[src/rtl/pipeline_hazard_ctrl.sv]
// Stall/flush/forward controller for the 5-stage pipeline: per-stage valid bits, halt-drain FSM,
// latch enables and bubbles. Define FORWARD_EN to enable EX operand forwarding (load-use stall only).
module pipeline_hazard_ctrl #(
   parameter int REG_W     = 5,
   parameter int BR_STAGE  = 2,
   parameter int DRAIN_CNT = 3
) (
   input  logic             CLK,
   input  logic             nRST,
   input  logic             ihit_i,
   input  logic             dhit_i,
   input  logic             mem_access_i,
   input  logic [REG_W-1:0] id_rs_i,
   input  logic [REG_W-1:0] id_rt_i,
   input  logic [REG_W-1:0] ex_rs_i,
   input  logic [REG_W-1:0] ex_rt_i,
   input  logic             id_use_rs_i,
   input  logic             id_use_rt_i,
   input  logic [REG_W-1:0] ex_wsel_i,
   input  logic [REG_W-1:0] mem_wsel_i,
   input  logic [REG_W-1:0] wb_wsel_i,
   input  logic             ex_wen_i,
   input  logic             mem_wen_i,
   input  logic             wb_wen_i,
   input  logic             ex_memread_i,
   input  logic             br_taken_i,
   input  logic             jump_id_i,
   input  logic             halt_id_i,
   output logic             pc_en_o,
   output logic             imemREN_o,
   output logic             en_ifid_o,
   output logic             en_idex_o,
   output logic             en_exmem_o,
   output logic             en_memwb_o,
   output logic             bub_ifid_o,
   output logic             bub_idex_o,
   output logic             bub_exmem_o,
   output logic [1:0]       fwd_a_o,
   output logic [1:0]       fwd_b_o,
   output logic [3:0]       valid_o,
   output logic             halt_o
);

   localparam int ID  = 0;
   localparam int EX  = 1;
   localparam int MEM = 2;
   localparam int WB  = 3;
   localparam int CNT_W = $clog2(DRAIN_CNT + 1);
   localparam logic [CNT_W-1:0] DRAIN_LAST = CNT_W'(DRAIN_CNT - 1);
   localparam logic BR_MEM = (BR_STAGE == 3) ? 1'b1 : 1'b0;

   generate
      if (BR_STAGE != 2 && BR_STAGE != 3) begin : g_bad_br_stage
         $error("pipeline_hazard_ctrl: BR_STAGE must be 2 (EX) or 3 (MEM)");
      end
   endgenerate

   typedef enum logic [1:0] {
      ST_RUN    = 2'd0,
      ST_DRAIN  = 2'd1,
      ST_HALTED = 2'd2
   } state_t;

   state_t           state_q, state_d;
   logic [CNT_W-1:0] cnt_q, cnt_d;
   logic [3:0]       valid_q, valid_d;

   logic ex_wen_s, mem_wen_s, mem_wait_s, rs_used_s, rt_used_s, stall_s;

   // Destination hit on a used, non-zero ID source.
   function automatic logic src_hit(input logic wen, input logic [REG_W-1:0] wsel,
                                    input logic rs_used, input logic [REG_W-1:0] rs,
                                    input logic rt_used, input logic [REG_W-1:0] rt);
      src_hit = wen & (wsel != {REG_W{1'b0}}) &
                ((rs_used & (rs == wsel)) | (rt_used & (rt == wsel)));
   endfunction

   assign ex_wen_s   = ex_wen_i & valid_q[EX];
   assign mem_wen_s  = mem_wen_i & valid_q[MEM];
   assign mem_wait_s = valid_q[MEM] & mem_access_i & ~dhit_i;
   assign rs_used_s  = valid_q[ID] & id_use_rs_i;
   assign rt_used_s  = valid_q[ID] & id_use_rt_i;

`ifdef FORWARD_EN
   logic wb_wen_s;

   // EX/MEM result beats MEM/WB; register 0 is never forwarded.
   function automatic logic [1:0] fwd_sel(input logic [REG_W-1:0] src,
                                          input logic m_wen, input logic [REG_W-1:0] m_wsel,
                                          input logic w_wen, input logic [REG_W-1:0] w_wsel);
      if (m_wen && (m_wsel != {REG_W{1'b0}}) && (m_wsel == src)) begin
         fwd_sel = 2'b10;
      end else if (w_wen && (w_wsel != {REG_W{1'b0}}) && (w_wsel == src)) begin
         fwd_sel = 2'b01;
      end else begin
         fwd_sel = 2'b00;
      end
   endfunction

   assign wb_wen_s = wb_wen_i & valid_q[WB];
   assign stall_s  = src_hit(ex_memread_i & valid_q[EX] & ex_wen_s, ex_wsel_i,
                             rs_used_s, id_rs_i, rt_used_s, id_rt_i);
   assign fwd_a_o  = fwd_sel(ex_rs_i, mem_wen_s, mem_wsel_i, wb_wen_s, wb_wsel_i);
   assign fwd_b_o  = fwd_sel(ex_rt_i, mem_wen_s, mem_wsel_i, wb_wen_s, wb_wsel_i);
`else
   logic unused_fwd_s;

   // Without forwarding every in-flight producer ahead of WB stalls ID.
   assign stall_s = src_hit(ex_wen_s, ex_wsel_i, rs_used_s, id_rs_i, rt_used_s, id_rt_i) |
                    src_hit(mem_wen_s, mem_wsel_i, rs_used_s, id_rs_i, rt_used_s, id_rt_i);
   assign fwd_a_o = 2'b00;
   assign fwd_b_o = 2'b00;
   assign unused_fwd_s = ^{ex_rs_i, ex_rt_i, wb_wsel_i, wb_wen_i, ex_memread_i};
`endif

   // State, drain counter and stage valid bits.
   always_ff @(posedge CLK or negedge nRST) begin
      if (!nRST) begin
         state_q <= ST_RUN;
         cnt_q   <= {CNT_W{1'b0}};
         valid_q <= 4'b0000;
      end else begin
         state_q <= state_d;
         cnt_q   <= cnt_d;
         valid_q <= valid_d;
      end
   end

   // Prioritised control: halted, memory wait, redirect, drain, halt entry, stall, jump, fetch wait.
   always_comb begin
      state_d     = state_q;
      cnt_d       = cnt_q;
      pc_en_o     = 1'b1;
      imemREN_o   = 1'b1;
      en_ifid_o   = 1'b1;
      en_idex_o   = 1'b1;
      en_exmem_o  = 1'b1;
      en_memwb_o  = 1'b1;
      bub_ifid_o  = 1'b0;
      bub_idex_o  = 1'b0;
      bub_exmem_o = 1'b0;
      if (state_q == ST_HALTED) begin
         pc_en_o    = 1'b0;
         imemREN_o  = 1'b0;
         en_ifid_o  = 1'b0;
         en_idex_o  = 1'b0;
         en_exmem_o = 1'b0;
         en_memwb_o = 1'b0;
      end else if (mem_wait_s) begin
         pc_en_o    = 1'b0;
         en_ifid_o  = 1'b0;
         en_idex_o  = 1'b0;
         en_exmem_o = 1'b0;
         en_memwb_o = 1'b0;
      end else if (br_taken_i) begin
         // An older branch squashes a halt that is in ID or still draining.
         bub_ifid_o  = 1'b1;
         bub_idex_o  = 1'b1;
         bub_exmem_o = BR_MEM;
         state_d     = ST_RUN;
         cnt_d       = {CNT_W{1'b0}};
      end else if (state_q == ST_DRAIN) begin
         pc_en_o    = 1'b0;
         imemREN_o  = 1'b0;
         en_ifid_o  = 1'b0;
         bub_idex_o = 1'b1;
         cnt_d      = cnt_q + CNT_W'(1);
         if (cnt_q == DRAIN_LAST) begin
            state_d = ST_HALTED;
         end else begin
            state_d = ST_DRAIN;
         end
      end else if (valid_q[ID] && halt_id_i) begin
         pc_en_o    = 1'b0;
         bub_ifid_o = 1'b1;
         state_d    = ST_DRAIN;
         cnt_d      = {CNT_W{1'b0}};
      end else if (stall_s) begin
         pc_en_o    = 1'b0;
         en_ifid_o  = 1'b0;
         bub_idex_o = 1'b1;
      end else if (valid_q[ID] && jump_id_i) begin
         bub_ifid_o = 1'b1;
      end else if (!ihit_i) begin
         pc_en_o    = 1'b0;
         bub_ifid_o = 1'b1;
      end else begin
         pc_en_o = 1'b1;
      end
   end

   // Enabled latches copy valid from the previous stage; bubbles clear it.
   always_comb begin
      valid_d = valid_q;
      if (en_ifid_o) begin
         valid_d[ID] = ~bub_ifid_o;
      end else begin
         valid_d[ID] = valid_q[ID];
      end
      if (en_idex_o) begin
         valid_d[EX] = valid_q[ID] & ~bub_idex_o;
      end else begin
         valid_d[EX] = valid_q[EX];
      end
      if (en_exmem_o) begin
         valid_d[MEM] = valid_q[EX] & ~bub_exmem_o;
      end else begin
         valid_d[MEM] = valid_q[MEM];
      end
      if (en_memwb_o) begin
         valid_d[WB] = valid_q[MEM];
      end else begin
         valid_d[WB] = valid_q[WB];
      end
   end

   assign valid_o = valid_q;
   assign halt_o  = (state_q == ST_HALTED);

endmodule
[config.mk]
export PLATFORM = sky130hd
export DESIGN_NAME = pipeline_hazard_ctrl
export DESIGN_NICKNAME = d
export VERILOG_FILES = /design/src/rtl/pipeline_hazard_ctrl.sv
export SDC_FILE = /design/constraint.sdc
export NUM_CORES = 1
export LEC_CHECK = 0
export CAP_MARGIN = 5
export CORE_MARGIN = 2
export CORE_UTILIZATION = 34
export CTS_BUF_LIST = sky130_fd_sc_hd__clkbuf_8
export CTS_CLUSTER_DIAMETER = 30
export DETAILED_ROUTE_END_ITERATION = 6
export PLACE_DENSITY = 0.81
export SLEW_MARGIN = 15
export SYNTH_ARGS = -nofsm -noshare
export SYNTH_HDL_FRONTEND = slang
export SYNTH_SLANG_ARGS = --single-unit
[constraint.sdc]
create_clock -name CLK -period 1.85 [get_ports CLK]
set_input_delay 0.2775 -clock CLK [delete_from_list [all_inputs] [get_ports CLK]]
set_output_delay 0.2775 -clock CLK [all_outputs]
set_load 0.02 [all_outputs]
# Yosys cells after proc, flatten, opt, wreduce, memory -nomap -nowiden
# Cells that the tools add are included.
dict set report word_totals {
  reg_bits 8
  in_bits 49
  out_inout_bits 18
  elab_cells 82
}
dict set report op_classes {
  n_addsub 1
  eq_ne 7
  mux 41
  n_bitwise 23
  reduce_logical 6
}
# op n
set op_table {}
lappend op_table {{$mux 1} 34}
lappend op_table {{$eq 5x5->1} 4}
lappend op_table {{$and 1x1->1} 15}
lappend op_table {{$mux 2} 7}
lappend op_table {{$reduce_bool 5->1} 2}
lappend op_table {{$not 1->1} 5}
lappend op_table {{$eq 2x2->1 const B} 2}
lappend op_table {{$or 1x1->1} 3}
lappend op_table {{$reduce_and 3->1} 1}
lappend op_table {{$reduce_bool 3->1} 1}
lappend op_table {{$add 2x1->2 const B} 1}
lappend op_table {{$eq 2x1->1 const B} 1}
lappend op_table {{$logic_and 1x1->1} 2}

# Logic depth before layout (Yosys ltp)
dict set report depth {
  depth_word 13
  depth_mapped 6
  ltp_nobuf 5
}

# Worst setup path after synthesis
# Ideal clock, no wire load.
dict set report synth_path {
  path_kind {reg2out}
  startpoint {register valid_q[2] (netlist: valid_o[2])}
  endpoint {output pc_en_o}
  arrival_ps 1642
  required_time_ps 1572
  path_slack_ps -70
  stages_incl_launch_ff 6
  path_buffers 1
  cell_sequence {dfrtp_1 > and3b_1 > nor2_1 > buf_2 > nand2_1 > o21ai_0}
}
dict set report synth_between {
  elab_chain_len 10
}
# element line_no
set synth_rtl {}
lappend synth_rtl {{start: declaration} 66} ;# logic [3:0] valid_q, valid_d;
lappend synth_rtl {{start signal: assignment} 125} ;# valid_q <= valid_d;
lappend synth_rtl {{$and 1x1->1} 79} ;# assign mem_wen_s = mem_wen_i & valid_q[MEM];
lappend synth_rtl {{$and 1x1->1 (2 in a row)} 74} ;# src_hit = wen & (wsel != {REG_W{1'b0}}) &
lappend synth_rtl {{$or 1x1->1} 109} ;# assign stall_s = src_hit(ex_wen_s, ex_wsel_i, rs_used_s, id_rs_i, rt_used_s, id_rt_i) |
lappend synth_rtl {{$mux 1} 178} ;# end else if (stall_s) begin
lappend synth_rtl {{$mux 1} 173} ;# end else if (valid_q[ID] && halt_id_i) begin
lappend synth_rtl {{$mux 1} 162} ;# end else if (state_q == ST_DRAIN) begin
lappend synth_rtl {{$mux 1} 155} ;# end else if (br_taken_i) begin
lappend synth_rtl {{$mux 1 (*)} 149} ;# end else if (mem_wait_s) begin
lappend synth_rtl {{$mux 1 (*)} 142} ;# if (state_q == ST_HALTED) begin
lappend synth_rtl {{end: declaration} 29} ;# output logic pc_en_o,
# Mark *: on every way between the ends. The rest lies on a longest branch, timed or not.

# Worst setup path in the final report
dict set report layout_path {
  startpoint {input id_use_rs_i}
  endpoint {output bub_idex_o}
}
dict set report layout_between {
  elab_chain_len 11
}
# element line_no
set layout_rtl {}
lappend layout_rtl {{start: declaration} 17} ;# input logic id_use_rs_i,
lappend layout_rtl {{$and 1x1->1 (*)} 81} ;# assign rs_used_s = valid_q[ID] & id_use_rs_i;
lappend layout_rtl {{$and 1x1->1} 75} ;# ((rs_used & (rs == wsel)) | (rt_used & (rt == wsel)));
lappend layout_rtl {{$or 1x1->1} 75}
lappend layout_rtl {{$and 1x1->1} 74}
lappend layout_rtl {{$or 1x1->1 (*)} 109}
lappend layout_rtl {{$mux 1 (*)} 178}
lappend layout_rtl {{$mux 1 (*)} 173}
lappend layout_rtl {{$mux 1 (*)} 162}
lappend layout_rtl {{$mux 1 (*)} 155}
lappend layout_rtl {{$mux 1 (*)} 149}
lappend layout_rtl {{$mux 1 (*)} 142}
lappend layout_rtl {{end: declaration} 36} ;# output logic bub_idex_o,
# Marks and branches as above.

==> flow_summary.toml <==
[status]
outcome = "complete, but fails checks"
violations_in_the_final_reports = "setup timing"

[global_route]
first_global_vias = 972
groute.usage.overall_pct = 20.0
largest_net_degree_at_the_start_of_global_routing = 13
initial_antenna_violation_count = 0
grt_first_pass_wirelength_um = 4220
global_route.overflow_total = 0

[setup_path]
crit_family = "buffers and inverters"
critPathBufInv = 3
critical_path_endpoint_category = "primary output"
critical_path.max_fanout = 5
critical_path.reg2reg.startpoint = "valid_o[2]"
maximum_single_stage_delay_on_the_critical_path_ns = 0.46
cp_data_required_time_ns = 1.57
critical-path-slowest-cell = "sky130_fd_sc_hd__clkdlybuf4s50_1"
critical_path_arrival_ns = 1.70
origin_of_the_worst_setup_path = "id_use_rs_i"
worstSetupPathType = "input pin to primary output"
path_cells = "clkdlybuf4s50_1, nand2_1, nor2_1, a22oi_2, o32ai_2, buf_4, a31o_1, buf_6"
critical_path.startpoint_type = "input pin"

[finish]
syn2layout_area_growth_pct = 83.2
final_layout_size_suffix_gt1_share_pct = 43.6
antenna-diode-count = 0
layout.cells.most_common_list = "24 x sky130_fd_sc_hd__buf_4, 16 x sky130_fd_sc_hd__xor2_1, 13 x sky130_fd_sc_hd__clkdlybuf4s50_1"
final_net_count = 224
layout_commonest_cell = "sky130_fd_sc_hd__buf_4"
fill_count = 215

[yosys]
count_of_unique_library_cells_instantiated_by_yosys = 38
xor_xnor_cell_area_share_of_the_yosys_netlist_pct = 20.1
post_synth_main_area_contributors = "sky130_fd_sc_hd__dfrtp_1 23%, sky130_fd_sc_hd__xor2_1 20%, sky130_fd_sc_hd__buf_4 6.0%, sky130_fd_sc_hd__o21ai_0 4.0%, sky130_fd_sc_hd__nand2_1 3.9%"
synth_top_area_share_pct = 23.0
yosys_warnings = 0
post_synth_top_area_cell = "sky130_fd_sc_hd__dfrtp_1"
multiplexer_fraction_of_the_synthesized_cell_area_pct = 1.29
synth_area_sq_um = 872
synth_compound_area_share_pct = 20.5
post_synth_inst_count = 106
synth_top_family_by_area = "simple AND/OR/NAND/NOR gates"
seq_area_frac_synth_pct = 23.0
synth-simple-area-share_pct = 24.0
synth_fa_ha_area_share_pct = 1.43
post_synth.cell_area_avg_sq_um = 8.23
postSynthRegisterBits = 8

[drt]
drc_violations = 0
totalWireLength_um = 2940
route.detailed.vias_per_inst = 5.05
detail_route.iter0.violations = 15
drt-pass1-iter-count = 4
routedWlPerCell_um = 14.5
drtAntennaViolNets = 0
routed-via-count = 1020

[clock_network]
cts.reportedPaths.clkPinSlew_ns = 0.04
clock_tree_from_tritoncts = "built"
cts_buffers = 3
tritoncts_num_sinks = 8
hold_buffers = 0
cts_max_path_buffers = 2
worstSkewPairLatency_ns = 0.23
clk_root_buffer_cell = "sky130_fd_sc_hd__clkbuf_8"
cts_htree_levels = 1

[timing]
post-route-worst-setup-slack_ns = -0.125
achievable-frequency_mhz = 506
final-hold-violation-count = 0
fin_crit_sh_pct = 107
finalWorstPathRequiredPeriod_ns = 1.97
fin_worst_hold_slack_ns = 0.335
final_worst_clock_skew_ns = 0.000557
finalSetupViolations = 4
setup_repair_after_global_routing_missed_its_margin = "true"
slew_viol_final = 0

[floorplan]
design.core.area_sq_um = 2450
num_rows = 18
floorplan.die_area_sq_um = 2990
starting_utilization_of_the_core_area_pct = 35.5
floorplan.die.width_um = 54.6
y_dimension_of_the_die_um = 54.6
num_io_pins = 67

[placed_design]
port_buffers = 44
place.gp.congestion = 0.902
dpl.hpwl_um = 2350

[pwr]
design_power_total_w = 0.000933
p_leak_nw = 0.725
power_per_cell_area_nw_per_um2 = 584
power.ir.vdd_worst_v = 0.000563

[flow_run]
cap_violations = 0

[worst_hold_path]
timing.hold.worst.class = "input pin to async pin"
## state kept, by name, indices dropped and copies added (netlist names)
name,cells
state_q,2
valid_o,4
cnt_q,2
## what timing repair did
item,in CTS,in global routing
setup buffers,2,1
setup endpoints to repair,9,6
pin swaps,19,8
gates resized for setup,126,9
## metal layers
layer | vias up | share of wire, % | track usage (%)
met5 | - | 0 | 0
met4 | 0 | 1.3 | 9.17
met3 | 4 | 12 | 3.28
met2 | 54 | 53 | 39.5
met1 | 466 | 35 | 19.9
li1 | 496 | - | -
## final timing paths
path | endpoint | slack, ns | depth (start not counted)
setup / recovery | bub_idex_o | -0.12 | 8
min in group CLK | cnt_q[0] | 0.49 | 1
hold reg to reg | cnt_q[0] | 0.49 | 1
setup reg to reg | valid_o[0] | 0.20 | 6
max in group asynchronous | valid_o[2] | 1.24 | 1
hold / removal | state_q[0] | 0.34 | 1
## report_power, final
group | internal, W | total (W) | switching, W
registers | 0.000218 | 0.000245 | 0.0000271
clock network | 0.000141 | 0.000213 | 0.0000717
logic | 0.000243 | 0.000475 | 0.000232
total | 0.000602 | 0.000933 | 0.000331
## cell usage after synthesis
cell / number
sky130_fd_sc_hd__inv_1: 3
sky130_fd_sc_hd__nand2_1: 9
sky130_fd_sc_hd__nor4_2: 1
sky130_fd_sc_hd__nor4_1: 2
sky130_fd_sc_hd__mux2_2: 1
sky130_fd_sc_hd__a31o_2: 1
sky130_fd_sc_hd__xor2_1: 20
sky130_fd_sc_hd__nor2b_1: 3
sky130_fd_sc_hd__a21o_1: 1
sky130_fd_sc_hd__a211o_1: 1
sky130_fd_sc_hd__o31ai_1: 1
sky130_fd_sc_hd__a21oi_1: 4
sky130_fd_sc_hd__a32oi_1: 1
sky130_fd_sc_hd__and2b_1: 1
sky130_fd_sc_hd__a31oi_1: 1
sky130_fd_sc_hd__buf_4: 7
sky130_fd_sc_hd__o211ai_2: 1
sky130_fd_sc_hd__nor3_1: 2
sky130_fd_sc_hd__a211oi_1: 1
sky130_fd_sc_hd__a22oi_1: 2
sky130_fd_sc_hd__o32ai_2: 1
sky130_fd_sc_hd__o22a_1: 1
sky130_fd_sc_hd__clkbuf_1: 2
sky130_fd_sc_hd__a31o_1: 1
sky130_fd_sc_hd__conb_1: 1
sky130_fd_sc_hd__o21a_1: 1
sky130_fd_sc_hd__nor2_1: 9
sky130_fd_sc_hd__dfrtp_1: 8
sky130_fd_sc_hd__nand3_1: 1
sky130_fd_sc_hd__o21ai_0: 7
sky130_fd_sc_hd__nor4b_1: 2
sky130_fd_sc_hd__and3b_1: 1
sky130_fd_sc_hd__ha_1: 1
sky130_fd_sc_hd__nor4_4: 1
sky130_fd_sc_hd__buf_2: 2
sky130_fd_sc_hd__or4_1: 2
sky130_fd_sc_hd__or3_1: 1
sky130_fd_sc_hd__and2_1: 1
## area by class of cell
cell class                      count  area [sq um]  share of cell area, %
Tap cell                           30          37.5                   2.35
Inverter                            3          11.3                  0.705
Multi-Input combinational cell     88           708                   44.3
Timing Repair Buffer               70           599                   37.5
Clock buffer                        3          41.3                   2.58
Sequential cell                     8           200                   12.5
## cell families (layout without fill, tap and decap cells)
group,after synthesis,count (layout)
mux,1,1
simple gates,36,36
flops,8,8
other cells,1,5
xor+xnor,20,20
fa+ha+maj,1,1
compound gates,25,25
buf+inv,14,76
## through the flow
stage               setup TNS (ns)  std cells  worst slack (ns)  util [%]  area, sq um
floorplan                  -0.0404        110           -0.0404         -          891
global placement             -5.46        196            -0.966      59.9         1470
detailed placement           -5.73        196             -1.00      59.9         1470
CTS                         -0.330        201            -0.139      63.9         1570
global route                -0.597        202            -0.221      65.1         1600
finish                      -0.243        202            -0.125      65.1         1600
Note: power is estimated with default switching activity, not from simulation.
==> edit: new RTL, same flow settings <==
Set the parameter `DRAIN_CNT` to 6 (it was 3).
--- a/src/rtl/pipeline_hazard_ctrl.sv
+++ b/src/rtl/pipeline_hazard_ctrl.sv
@@ -5,3 +5,3 @@
    parameter int BR_STAGE  = 2,
-   parameter int DRAIN_CNT = 3
+   parameter int DRAIN_CNT = 6
 ) (
Behaviour: not the same (a bounded check fails within 10 cycles, from zero or initial values and one cycle with nRST low).
==> edit against the unedited design <==
The run still ends with negative setup slack left. Total power decreased by 11%. Count of clock-buffer cells in the layout unchanged. Synthesized area unchanged. Fmax shrank 6.5%. Clock power is 8% higher. Sequential cell count grew 1. Worst setup slack lost 0.14 ns. Sequential share of layout area increased by 0.27 points. Global-route usage rose by 3.1 points. Cell area grew 11%. Hold slack improved by 0.0097 ns. Routed wire length grew 12%. Critical path type unchanged.
==> edit: results (changes against the unedited design) <==
- Endpoints failing setup: 4 (unchanged)
- Worst reg-to-reg path cell count: 7 (+1)
- Met1 Track Usage GR: 23.5% (+3.6 points)
- Post-CTS Setup Inserts: 5 (+3)
- Worst setup margin: -0.262 ns (-0.138 ns)
- P_leak: 0.778 nW (+7.2%)
- WL met1: 1220 µm (+19%)
- Failing checks: negative setup slack
- # placed instances: 203 (+3.6%)
- Pre-antenna DRT Iters: 6 (+2)
- Vias per Instance: 5.08 (+0.69%)
- Seq/Total Area, Yosys: 25.8% (+2.9 points)
- Top post-synthesis cells by area: dfrtp_1 26%, xor2_1 20%, buf_4 6.0%
- 1st-iter DRT viols: 11 (-4)
- Total power: 0.000830 W (-11%)
- Status: complete, but fails checks
- Post-Place Setup Slack: -1.11 ns (-0.111 ns)
- Grt met3 use: 4.37% (+1.1 points)
- Post-synth top cells: 20 x xor2_1, 12 x nand2_1, 9 x dfrtp_1
- Crit path to: pc_en_o
- Critical path launch point: mem_wsel_i[3]
- Slowest CP cell: or4_4
- First-pass GRT wire length: 4930 µm (+17%)
- Post-DP Area: 1570 µm² (+6.7%)
- Global Route Usage Sum: 23.2% (+3.1 points)
- Hold WS: 0.345 ns (+0.00972 ns)
- M2 GR Usage: 45.8% (+6.3 points)
- CP delay by family, top: compound AO/OA/AOI/OAI gates
==> edit: cell count changes after synthesis, sizes merged, moves of 2 or more <==
| cell | before | now |
|---|---|---|
| a21oi | 4 | 2 |
| a31o | 2 | 0 |
| buf | 9 | 7 |
| clkbuf | 2 | 0 |
| nand2 | 9 | 12 |
| nand2b | 0 | 2 |
| nor2 | 9 | 5 |
| nor3 | 2 | 0 |
| nor4b | 2 | 0 |
==> edit: logic make-up after synthesis <==
logic type	after synthesis	synth area share, %
xor+xnor	20	20.1
compound gates	26	23.4
mux	1	1.15
other cells	1	0.430
fa+ha+maj	2	2.87
simple gates	32	18.5
buf+inv	11	7.75
flops	9	25.8
==> edit: layout make-up <==
cell class / count / area [µm²]
inverters: 4 / 15.0
multi-input cells: 86 / 790
repair buffers: 80 / 654
flip-flops and latches: 9 / 226
well taps: 30 / 37.5
clock inverters: 1 / 5.00
clock buffers: 3 / 41.3
fillers: 194 / 686
